[src/rtl/pcs_tx_sequencer_if.sv]
// GMII transmit side plus the 8b/10b encoder side of the 1000BASE-X PCS
// transmit sequencer, bundled so the sequencer and its driver share one bus.
interface pcs_tx_sequencer_if;
  // GMII transmit inputs and encoder feedback
  logic        tx_en;
  logic        tx_er;
  logic [7:0]  txd;
  logic        cfg_en;
  logic [15:0] cfg_word;
  logic        enc_rd;

  // Code-group stream towards the encoder
  logic [7:0]  enc_data;
  logic        enc_control;
  logic        tx_even;
  logic        sop_drop;

  // Side that drives GMII and observes the encoder stream
  modport master (
    output tx_en, tx_er, txd, cfg_en, cfg_word, enc_rd,
    input  enc_data, enc_control, tx_even, sop_drop
  );

  // Sequencer side
  modport slave (
    input  tx_en, tx_er, txd, cfg_en, cfg_word, enc_rd,
    output enc_data, enc_control, tx_even, sop_drop
  );
endinterface

[src/rtl/pcs_tx_sequencer.sv]
// 1000BASE-X PCS transmit ordered-set sequencer. Turns the GMII transmit
// interface into one code-group (byte + K flag) per clock for the 8b/10b
// encoder: idles, frame delimiters, error symbols and auto-negotiation
// config ordered sets. Ordered sets and /S/ always land on even positions.
module pcs_tx_sequencer #(
  parameter bit R_ALIGN     = 1'b1,
  parameter bit CFG_SUPPORT = 1'b1
) (
  input  logic               clk,
  input  logic               reset,
  pcs_tx_sequencer_if.slave  gmii
);

  localparam logic [7:0] K28_5 = 8'hBC;
  localparam logic [7:0] D5_6  = 8'hC5;
  localparam logic [7:0] D16_2 = 8'h50;
  localparam logic [7:0] D21_5 = 8'hB5;
  localparam logic [7:0] D2_2  = 8'h42;
  localparam logic [7:0] K27_7 = 8'hFB;
  localparam logic [7:0] K29_7 = 8'hFD;
  localparam logic [7:0] K23_7 = 8'hF7;
  localparam logic [7:0] K30_7 = 8'hFE;

  typedef enum logic [2:0] {
    OS_START,
    IDLE_D,
    CFG_D,
    CFG_LO,
    CFG_HI,
    DATA,
    EOP_R,
    EOP_R2
  } state_t;

  state_t      state_q;
  logic [7:0]  enc_data_q;
  logic        enc_control_q;
  logic        tx_even_q;
  logic        sop_drop_q;
  logic [15:0] cfgWord_q;
  logic        cfgSel_q;

  logic        txEven_d;
  logic        cfgActive_d;

  // Position of the code-group being produced this cycle, and whether config
  // ordered sets are requested at all
  always_comb begin
    txEven_d    = ~tx_even_q;
    cfgActive_d = gmii.cfg_en & CFG_SUPPORT;
  end

  // Ordered-set sequencer; every output is registered so the encoder sees one
  // cycle of latency from GMII
  always_ff @(posedge clk) begin
    if (reset) begin
      state_q       <= OS_START;
      enc_data_q    <= 8'h00;
      enc_control_q <= 1'b0;
      tx_even_q     <= 1'b0;
      sop_drop_q    <= 1'b0;
      cfgWord_q     <= 16'h0000;
      cfgSel_q      <= 1'b0;
    end else begin
      tx_even_q  <= txEven_d;
      sop_drop_q <= 1'b0;
      case (state_q)
        OS_START: begin
          if (gmii.tx_en && !cfgActive_d) begin
            enc_data_q    <= K27_7;
            enc_control_q <= 1'b1;
            cfgSel_q      <= 1'b0;
            state_q       <= DATA;
          end else if (cfgActive_d) begin
            enc_data_q    <= K28_5;
            enc_control_q <= 1'b1;
            cfgWord_q     <= gmii.cfg_word;
            state_q       <= CFG_D;
          end else begin
            enc_data_q    <= K28_5;
            enc_control_q <= 1'b1;
            cfgSel_q      <= 1'b0;
            state_q       <= IDLE_D;
          end
        end
        IDLE_D: begin
          enc_data_q    <= gmii.enc_rd ? D5_6 : D16_2;
          enc_control_q <= 1'b0;
          sop_drop_q    <= gmii.tx_en;
          state_q       <= OS_START;
        end
        CFG_D: begin
          enc_data_q    <= cfgSel_q ? D2_2 : D21_5;
          enc_control_q <= 1'b0;
          cfgSel_q      <= ~cfgSel_q;
          state_q       <= CFG_LO;
        end
        CFG_LO: begin
          enc_data_q    <= cfgWord_q[7:0];
          enc_control_q <= 1'b0;
          state_q       <= CFG_HI;
        end
        CFG_HI: begin
          enc_data_q    <= cfgWord_q[15:8];
          enc_control_q <= 1'b0;
          state_q       <= OS_START;
        end
        DATA: begin
          if (gmii.tx_en) begin
            if (gmii.tx_er) begin
              enc_data_q    <= K30_7;
              enc_control_q <= 1'b1;
            end else begin
              enc_data_q    <= gmii.txd;
              enc_control_q <= 1'b0;
            end
          end else begin
            enc_data_q    <= K29_7;
            enc_control_q <= 1'b1;
            state_q       <= EOP_R;
          end
        end
        EOP_R: begin
          enc_data_q    <= K23_7;
          enc_control_q <= 1'b1;
          if (R_ALIGN && txEven_d) begin
            state_q <= EOP_R2;
          end else begin
            state_q <= OS_START;
          end
        end
        EOP_R2: begin
          enc_data_q    <= K23_7;
          enc_control_q <= 1'b1;
          state_q       <= OS_START;
        end
        default: begin
          enc_data_q    <= 8'h00;
          enc_control_q <= 1'b0;
          state_q       <= OS_START;
        end
      endcase
    end
  end

  assign gmii.enc_data    = enc_data_q;
  assign gmii.enc_control = enc_control_q;
  assign gmii.tx_even     = tx_even_q;
  assign gmii.sop_drop    = sop_drop_q;

endmodule

[src/flat_wrapper.sv]
// flat-port wrapper written by rule: the top's interface ports become plain ports
module pcs_tx_sequencer_flat 
#(
  parameter bit R_ALIGN     = 1'b1,
  parameter bit CFG_SUPPORT = 1'b1
)
  (clk, reset, gmii_tx_en, gmii_tx_er, gmii_txd, gmii_cfg_en, gmii_cfg_word, gmii_enc_rd, gmii_enc_data, gmii_enc_control, gmii_tx_even, gmii_sop_drop);
  pcs_tx_sequencer_if gmii_i ();
  input  logic clk;
  input  logic reset;
  input wire logic [$bits(gmii_i.tx_en)-1:0] gmii_tx_en;
  input wire logic [$bits(gmii_i.tx_er)-1:0] gmii_tx_er;
  input wire logic [$bits(gmii_i.txd)-1:0] gmii_txd;
  input wire logic [$bits(gmii_i.cfg_en)-1:0] gmii_cfg_en;
  input wire logic [$bits(gmii_i.cfg_word)-1:0] gmii_cfg_word;
  input wire logic [$bits(gmii_i.enc_rd)-1:0] gmii_enc_rd;
  output wire logic [$bits(gmii_i.enc_data)-1:0] gmii_enc_data;
  output wire logic [$bits(gmii_i.enc_control)-1:0] gmii_enc_control;
  output wire logic [$bits(gmii_i.tx_even)-1:0] gmii_tx_even;
  output wire logic [$bits(gmii_i.sop_drop)-1:0] gmii_sop_drop;
  assign gmii_i.tx_en = gmii_tx_en;
  assign gmii_i.tx_er = gmii_tx_er;
  assign gmii_i.txd = gmii_txd;
  assign gmii_i.cfg_en = gmii_cfg_en;
  assign gmii_i.cfg_word = gmii_cfg_word;
  assign gmii_i.enc_rd = gmii_enc_rd;
  assign gmii_enc_data = gmii_i.enc_data;
  assign gmii_enc_control = gmii_i.enc_control;
  assign gmii_tx_even = gmii_i.tx_even;
  assign gmii_sop_drop = gmii_i.sop_drop;
  pcs_tx_sequencer #(.R_ALIGN(R_ALIGN), .CFG_SUPPORT(CFG_SUPPORT)) u_core (.clk(clk), .reset(reset), .gmii(gmii_i));
endmodule
[config.mk]
export PLATFORM = sky130hd
export DESIGN_NAME = pcs_tx_sequencer_flat
export DESIGN_NICKNAME = d
export VERILOG_FILES = /design/src/rtl/pcs_tx_sequencer_if.sv /design/src/rtl/pcs_tx_sequencer.sv /design/src/flat_wrapper.sv
export SDC_FILE = /design/constraint.sdc
export NUM_CORES = 1
export LEC_CHECK = 0
export BUFFER_PORTS_ARGS = -buffer_cell sky130_fd_sc_hd__buf_2
export CAP_MARGIN = 10
export CORE_MARGIN = 5
export CORE_UTILIZATION = 45
export DETAILED_ROUTE_END_ITERATION = 10
export PLACE_DENSITY_LB_ADDON = 0.2
export SKIP_CTS_REPAIR_TIMING = 1
export SYNTH_ARGS = -nofsm -noshare
export SYNTH_HDL_FRONTEND = slang
export SYNTH_SLANG_ARGS = --single-unit
[constraint.sdc]
create_clock -name clk -period 1.7 [get_ports clk]
set_input_delay 0.255 -clock clk [delete_from_list [all_inputs] [get_ports clk]]
set_output_delay 0.255 -clock clk [all_outputs]
set_load 0.05 [all_outputs]
==> results.sh, run 1 <==
export IMPL_outcome="completed"
export IMPL_dr_total_vias=1403
export IMPL_syn_inst=182
export IMPL_die_w_um=67.4
export IMPL_period_share=0.918
export IMPL_cts_sinks=31
export IMPL_cp_required_ps=1970
export IMPL_power_density_nw_per_um2=1140
export IMPL_ir_worst_vdd_uv=462
export IMPL_track_usage=0.166
export IMPL_die_h_um=67.4
export IMPL_rows=20
export IMPL_start_util=0.478
export IMPL_drc=0
export IMPL_cp_start_kind="flop"
export IMPL_antenna_found_initial=0
export IMPL_wl_per_cell_um=13.2
export IMPL_min_period_ps=1560
export IMPL_viasPerCell=5.31
export IMPL_end_kind="flop"
export IMPL_cts_tree="built"
export IMPL_hold_viol_final=0
export IMPL_synth_seq_cells=31
export IMPL_yosysWarnings=0
export IMPL_ys_top_cells_by_count="nand2_1, dfxtp_1, a21oi_1"
export IMPL_synth_top_cell_area_share=0.418
export IMPL_cp_max_fo=16
export IMPL_async_reset_ff_frac=0
export IMPL_cts_root_buf="clkbuf_4"
export IMPL_slew_headroom=0.599
export IMPL_grt_max_degree=29
export IMPL_cts_made_buffers=5
export IMPL_fin_skew_ps=6.23
export IMPL_fmax_ghz=0.641
export IMPL_hpwl_um=2590
export IMPL_synth_edf_count=0
export IMPL_hold_slack_ps=165
export IMPL_final_cells=264
export IMPL_setup_tns_ps=0
export IMPL_first_iter_violations=123
export IMPL_io_pins=41
export IMPL_min_path_type="input port to flop"
export IMPL_ys_seq_area_frac=0.418
export IMPL_grt_pass1_wl_um=5640
export IMPL_netlist_top_cell_by_area="dfxtp_1"
export IMPL_synth_ff_type="dfxtp_1"
export IMPL_clock_latency_ps=320
export IMPL_avgSynthCellArea_um2=8.15
export IMPL_routabilityCongestion=0.879
export IMPL_dr_pass1_iters=4
export IMPL_synth_area_um2=1480
export IMPL_nets=251
export IMPL_drive_above_1_share=0.314
export IMPL_syn_to_final_growth_pct=16.2
export IMPL_p_leak_uw=0.000693
export IMPL_clk_pin_slew_ps=90
export IMPL_grt_ovfl_total=0
export IMPL_design_core_area_um2=3100
export IMPL_dp_cells=258
export IMPL_cts_max_path_buffers=2
export IMPL_setup_violations=0
export IMPL_diodes=0
export IMPL_cts_htree_levels=2
export IMPL_drt_wl_total_um=3490
export IMPL_io_buffers=40
export IMPL_critical_path_arrival_ps=1830
export IMPL_max_slew_worst_pin_slew_ps=601
export IMPL_dieArea_um2=4550
export IMPL_synthTopCellsByArea="dfxtp_1, nand2_1, a21oi_2"
export IMPL_synth_most_common_cell="nand2_1"
export IMPL_drv_cap=0
export IMPL_synth_nets=212
export IMPL_rsz0062_at_grt="no"
export IMPL_crit_type="flop to flop"
export IMPL_synth_distinct_cells=37
export IMPL_grt_pass1_vias=1324
export IMPL_antenna_left=0
export IMPL_slew_violations=0
==> critical path, stage by stage, from the launching register on <==
cell and delay, ps:
dfxtp_1 500, nor2b_4 210, and2_1 510, nand2_1 150, a21oi_2 130
==> stage by stage <==
step / power (µW) / area [µm²] / utilization / setup WS (ps)
2_1_floorplan: 1480 / 1480 / - / 421
3_3_place_gp: 1600 / 1680 / 0.542 / 222
3_5_place_dp: 1620 / 1680 / 0.542 / 160
4_1_cts: 1980 / 1720 / 0.555 / 140
5_1_grt: 2090 / 1720 / 0.556 / 0.488
6_report: 1970 / 1720 / 0.556 / 140
==> layer usage <==
layer / vias up / routed length [µm] / share of wire / track usage
li1: 711 / - / - / -
met1: 642 / 1600 / 0.46 / 0.211
met2: 45 / 1630 / 0.47 / 0.259
met3: 5 / 227 / 0.065 / 0.0483
met4: 0 / 37 / 0.011 / 0.0759
met5: - / 0 / 0 / 0
==> where the power goes <==
| part | internal [µW] | total (µW) | leakage (µW) | switching (µW) |
|---|---|---|---|---|
| logic | 235 | 684 | 0.000413 | 449 |
| clock network | 147 | 368 | 0.0000242 | 221 |
| registers | 828 | 917 | 0.000256 | 88.9 |
==> sequential cells by signal, indices dropped and copies added, names as in the netlist <==
| signal | cells |
|---|---|
| u_core.state_q | 3 |
| u_core.gmii.sop_drop | 1 |
| u_core.cfgWord_q | 16 |
| u_core.gmii.tx_even | 1 |
| u_core.gmii.enc_data | 8 |
| u_core.gmii.enc_control | 1 |
| u_core.cfgSel_q | 1 |
==> worst paths after layout <==
check / startpoint / endpoint / slack, ps / depth (start not counted)
max reg2reg: u_core.state_q[1] / u_core.cfgWord_q[1] / 140 / 4
min reg2reg: u_core.gmii.tx_even / u_core.gmii.tx_even / 460 / 1
max: u_core.state_q[1] / u_core.cfgWord_q[1] / 140 / 4
min: gmii_cfg_word[5] / u_core.cfgWord_q[5] / 170 / 3
==> cell type report <==
| type | instances | area [µm²] |
|---|---|---|
| Multi-Input combinational cell | 133 | 746 |
| Clock buffer | 6 | 41.3 |
| Fill cell | 320 | 1380 |
| Tap cell | 44 | 55.1 |
| Sequential cell | 31 | 622 |
| Inverter | 4 | 15.0 |
| Timing Repair Buffer | 46 | 245 |
==> cell families after synthesis <==
family | count (synthesis) | synth area share
AO/OA/AOI/OAI | 63 | 0.279
buffers and inverters | 18 | 0.0792
flip-flops | 31 | 0.418
multiplexers | 1 | 0.0101
AND/OR/NAND/NOR | 69 | 0.213
==> layout by cell type, fill, tap and decap left out, types with 2 or more instances in the layout <==
master,n
nand2b_1,6
a21oi_2,10
o31ai_1,2
o21ai_1,2
a32oi_1,2
a211oi_1,2
nand2_1,43
nor3_1,3
nor2_1,8
clkbuf_4,5
o21ai_0,11
inv_1,3
dfxtp_1,30
buf_2,40
buf_4,6
a31oi_1,8
nor2_4,2
a21oi_1,17
a221oi_1,2
No activity file was read; power rests on OpenSTA's default activity.
==> run 2, diff against run 1 <==
Settings changed: CTS_BUF_LIST from default to sky130_fd_sc_hd__clkbuf_8.
==> results.sh, run 2 (same netlist as run 1, synthesis figures left out) <==
export IMPL_outcome="completed"
export IMPL_viasPerCell=5.26
export IMPL_diodes=0
export IMPL_grt_pass1_vias=1314
export IMPL_largest_reg_flops=16
export IMPL_hold_slack_ps=216
export IMPL_io_buffers=40
export IMPL_rows=20
export IMPL_end_kind="flop"
export IMPL_reg2reg_from="u_core.state_q[1]"
export IMPL_cp_max_fo=16
export IMPL_dr_pass1_iters=4
export IMPL_grt_max_degree=29
export IMPL_track_usage=0.166
export IMPL_setup_tns_ps=0
export IMPL_hold_start="gmii_cfg_word[3]"
export IMPL_cts_made_buffers=5
export IMPL_fill_cells=309
export IMPL_io_pins=41
export IMPL_p_leak_uw=0.000710
export IMPL_power_density_nw_per_um2=1200
export IMPL_antenna_left=0
export IMPL_min_path_type="input port to flop"
export IMPL_fmax_ghz=0.643
export IMPL_grt_pass1_wl_um=5630
export IMPL_drive_above_1_share=0.309
export IMPL_cts_sinks=31
export IMPL_ir_worst_vdd_uv=462
export IMPL_wl_per_cell_um=13.3
export IMPL_hold_viol_final=0
export IMPL_dr_total_vias=1388
export IMPL_cts_max_path_buffers=2
export IMPL_clock_latency_ps=280
export IMPL_critical_path_arrival_ps=1760
export IMPL_reg2reg_slack_ps=150
export IMPL_cts_tree="built"
export IMPL_reg2reg_depth=4
export IMPL_syn_to_final_growth_pct=18.2
export IMPL_cts_htree_levels=2
export IMPL_multi_input_area_um2=746
export IMPL_design_core_area_um2=3100
export IMPL_fin_skew_ps=1.48
export IMPL_crit_type="flop to flop"
export IMPL_rsz0062_at_grt="no"
export IMPL_period_share=0.914
export IMPL_seqCellArea_um2=621
export IMPL_clk_pin_slew_ps=60
export IMPL_setup_violations=0
export IMPL_cts_root_buf="clkbuf_8"
export IMPL_hpwl_um=2590
export IMPL_max_slew_worst_pin_slew_ps=600
export IMPL_slew_headroom=0.600
export IMPL_slew_violations=0
export IMPL_nets=251
export IMPL_dieArea_um2=4550
export IMPL_grt_ovfl_total=0
export IMPL_die_h_um=67.4
export IMPL_r2r_end="u_core.cfgWord_q[0]"
export IMPL_drt_wl_total_um=3510
export IMPL_whs_endpoint="u_core.cfgWord_q[3]"
export IMPL_final_common_cell="nand2_1"
export IMPL_regMostFlops="u_core.cfgWord_q"
export IMPL_routabilityCongestion=0.879
export IMPL_final_cell_mix="nand2_1, buf_2, dfxtp_1"
export IMPL_drv_cap=0
export IMPL_min_period_ps=1550
export IMPL_drc=0
export IMPL_cp_start_kind="flop"
export IMPL_die_w_um=67.4
export IMPL_cp_required_ps=1910
export IMPL_start_util=0.478
export IMPL_hold_path_depth=3
export IMPL_first_iter_violations=96
export IMPL_antenna_found_initial=0
run 2: cell types whose count changed in the layout (fill, tap and decap cells not counted), sizes merged:
| cell | before | now |
|---|---|---|
| clkbuf | 6 | 5 |
| inv | 4 | 5 |
run 2: metrics by stage:
stage / utilization / power (µW) / instances / setup slack (ps) / instance area [µm²]
after floorplan: - / 1480 / 182 / 421 / 1480
after global placement: 0.542 / 1600 / 258 / 222 / 1680
after global routing: 0.565 / 2230 / 264 / 0.441 / 1750
after detailed placement: 0.542 / 1620 / 258 / 160 / 1680
after CTS: 0.565 / 2120 / 264 / 147 / 1750
final: 0.565 / 2100 / 264 / 146 / 1750
run 2: per-layer routing:
metal / GRT usage / vias up / share of wire
li1: - / 707 / -
met1: 0.210 / 634 / 0.45
met4: 0.0835 / 0 / 0.013
met2: 0.260 / 41 / 0.47
met3: 0.0449 / 6 / 0.068
met5: 0 / - / 0
run 2: worst max-delay path by stage:
stage               cells after the start                 endpoint  slack, ps                 from
floorplan                               3        u_core.state_q[2]        420  u_core.gmii.tx_even
global placement                        5  u_core.gmii.enc_data[2]        220    u_core.state_q[1]
detailed placement                      4     u_core.cfgWord_q[14]        160    u_core.state_q[1]
CTS                                     4     u_core.cfgWord_q[14]        150    u_core.state_q[1]
global route                            4  u_core.gmii.enc_data[4]        0.4    u_core.state_q[2]
finish                                  4      u_core.cfgWord_q[0]        150    u_core.state_q[1]
run 2: report_power, final:
group | internal [µW] | switching, µW
Sequential | 828 | 88.9
Combinational | 235 | 447
Clock | 266 | 239
run 2: layout make-up:
| cell class | count | area share |
|---|---|---|
| Tap cell | 44 | 0.0314 |
| Sequential cell | 31 | 0.354 |
| Clock buffer | 5 | 0.0392 |
| Inverter | 4 | 0.00856 |
| Multi-Input combinational cell | 133 | 0.425 |
| Timing Repair Buffer | 46 | 0.140 |
| Clock inverter | 1 | 0.00214 |
run 2: worst max-delay path: stages (launching register included):
cell and delay (ps):
dfxtp_1 490, nor2b_4 210, and2_1 510, nand2_1 130, a21oi_2 130
==> run 3, diff against run 2 <==
Settings changed: ABC_AREA from default to 1, TNS_END_PERCENT from default to 1.
==> results.sh, run 3 <==
export IMPL_outcome="completed"
export IMPL_rsz0062_at_grt="no"
export IMPL_die_h_um=66.5
export IMPL_crit_buf_inv=1
export IMPL_netlist_top_cell_by_area="dfxtp_1"
export IMPL_syn_inst=202
export IMPL_yosysWarnings=0
export IMPL_reg2reg_from="u_core.state_q[2]"
export IMPL_min_path_type="input port to flop"
export IMPL_cp_top_family="simple AND/OR/NAND/NOR gates"
export IMPL_cp_max_fo=10
export IMPL_critical_path_arrival_ps=1640
export IMPL_hold_viol_final=0
export IMPL_grt_max_degree=21
export IMPL_synth_seq_cells=31
export IMPL_setup_tns_ps=0
export IMPL_start_util=0.470
export IMPL_drt_wl_total_um=3440
export IMPL_synthTopCellsByArea="dfxtp_1, nand2_1, nand3_1"
export IMPL_cts_htree_levels=2
export IMPL_cts_root_buf="clkbuf_8"
export IMPL_avgSynthCellArea_um2=7.10
export IMPL_slew_headroom=0.740
export IMPL_routabilityCongestion=0.840
export IMPL_synth_most_common_cell="nand2_1"
export IMPL_drive_above_1_share=0.245
export IMPL_grt_ovfl_total=0
export IMPL_min_period_ps=1470
export IMPL_max_stage_delay_ps=550
export IMPL_end_kind="flop"
export IMPL_track_usage=0.171
export IMPL_regMostFlops="u_core.cfgWord_q"
export IMPL_clock_latency_ps=280
export IMPL_ys_top_cells_by_count="nand2_1, dfxtp_1, nand3_1"
export IMPL_async_reset_ff_frac=0
export IMPL_synth_distinct_cells=22
export IMPL_p_leak_uw=0.000816
export IMPL_design_core_area_um2=3050
export IMPL_io_pins=41
export IMPL_drv_cap=0
export IMPL_io_buffers=40
export IMPL_worstPathCellList="inv_2 > nand2_4 > nand2_1 > nor2_1 > nand2_1 > nor2_1 > nor2_1"
export IMPL_antenna_found_initial=0
export IMPL_ir_worst_vdd_uv=501
export IMPL_synth_ff_type="dfxtp_1"
export IMPL_first_iter_violations=63
export IMPL_diodes=0
export IMPL_power_density_nw_per_um2=1200
export IMPL_dp_cells=278
export IMPL_max_slew_worst_pin_slew_ps=389
export IMPL_syn_to_final_growth_pct=20.1
export IMPL_final_cells=285
export IMPL_synth_edf_count=0
export IMPL_crit_type="flop to flop"
export IMPL_period_share=0.864
export IMPL_grt_pass1_wl_um=5640
export IMPL_cts_tree="built"
export IMPL_final_cell_mix="nand2_1, buf_2, dfxtp_1"
export IMPL_cts_made_buffers=5
export IMPL_dieArea_um2=4420
export IMPL_cp_required_ps=1870
export IMPL_multi_input_area_um2=692
export IMPL_hold_start="gmii_cfg_word[6]"
export IMPL_antenna_left=0
export IMPL_dr_total_vias=1414
export IMPL_hpwl_um=2540
export IMPL_nets=271
export IMPL_grt_pass1_vias=1311
export IMPL_ys_seq_area_frac=0.432
export IMPL_slew_violations=0
export IMPL_drc=0
export IMPL_cp_start_kind="flop"
export IMPL_viasPerCell=4.96
export IMPL_final_common_cell="nand2_1"
export IMPL_synth_area_um2=1440
export IMPL_fin_skew_ps=6.13
export IMPL_cpMostUsedCell="nor2_1"
export IMPL_largest_reg_flops=16
export IMPL_synth_top_cell_area_share=0.432
export IMPL_seqCellArea_um2=621
export IMPL_setup_violations=0
export IMPL_wl_per_cell_um=12.1
export IMPL_cts_sinks=31
export IMPL_rows=20
export IMPL_fmax_ghz=0.681
export IMPL_fill_cells=342
export IMPL_clk_pin_slew_ps=60
export IMPL_slowest_stage="dfxtp_1"
export IMPL_cts_max_path_buffers=2
export IMPL_die_w_um=66.5
export IMPL_synth_nets=232
export IMPL_startpoint="u_core.state_q[2]"
export IMPL_dr_pass1_iters=4
[run 3: changes by cell type in the layout (fill, tap and decap cells not counted), sizes merged, moves of 3 or more]
cell	before	now
a21oi	27	22
nand2b	6	0
buf	46	41
nor2	11	25
a221oi	3	0
inv	5	15
a31oi	8	0
o21ai	13	9
nand3	1	30
nand2	43	55
[run 3: final timing paths]
path              slack, ps                       to  cells past startpoint
setup / recovery        230  u_core.gmii.enc_data[7]                      7
hold reg to reg         460      u_core.gmii.tx_even                      1
setup reg to reg        230  u_core.gmii.enc_data[7]                      7
hold / removal          230      u_core.cfgWord_q[6]                      3
[run 3: area by class of cell]
class | instances | share of cell area
Clock inverter | 1 | 0.00290
Multi-Input combinational cell | 147 | 0.401
Inverter | 15 | 0.0356
Sequential cell | 31 | 0.360
Clock buffer | 6 | 0.0479
Timing Repair Buffer | 41 | 0.120
Tap cell | 44 | 0.0319
[run 3: logic make-up after synthesis]
group,after synthesis,share of synthesized area
AO/OA/AOI/OAI,31,0.111
buffers and inverters,24,0.0854
flip-flops,31,0.432
AND/OR/NAND/NOR,116,0.371
[run 3: where the power goes]
part	switching, µW	internal (µW)	total, µW
registers	62.5	824	887
clock network	263	317	580
logic	427	178	605
total	753	1320	2070
[run 3: metrics by stage]
| stage | utilization | setup slack [ps] | total power, µW | hold slack [ps] | instance area, µm² |
|---|---|---|---|---|---|
| final | 0.565 | 232 | 2070 | 235 | 1720 |
| after global routing | 0.565 | 93.4 | 2200 | 224 | 1720 |
| after CTS | 0.565 | 251 | 2090 | 226 | 1720 |
| after detailed placement | 0.536 | 273 | 1510 | 452 | 1640 |
| after global placement | 0.536 | 336 | 1500 | 441 | 1640 |
| after floorplan | - | 523 | 1390 | 324 | 1440 |
[run 3: routing by layer]
layer	GRT usage	routed length, µm	share of wire
met1	0.209	1590	0.46
met2	0.269	1470	0.43
met3	0.0641	333	0.097
met4	0.0711	47	0.014
met5	0	0	0
[run 3: worst min-delay path: cells and delay by family]
family | cells | cell delay (ps)
buffers and inverters | 1 | 90
AND/OR/NAND/NOR | 1 | 70
AO/OA/AOI/OAI | 1 | 60
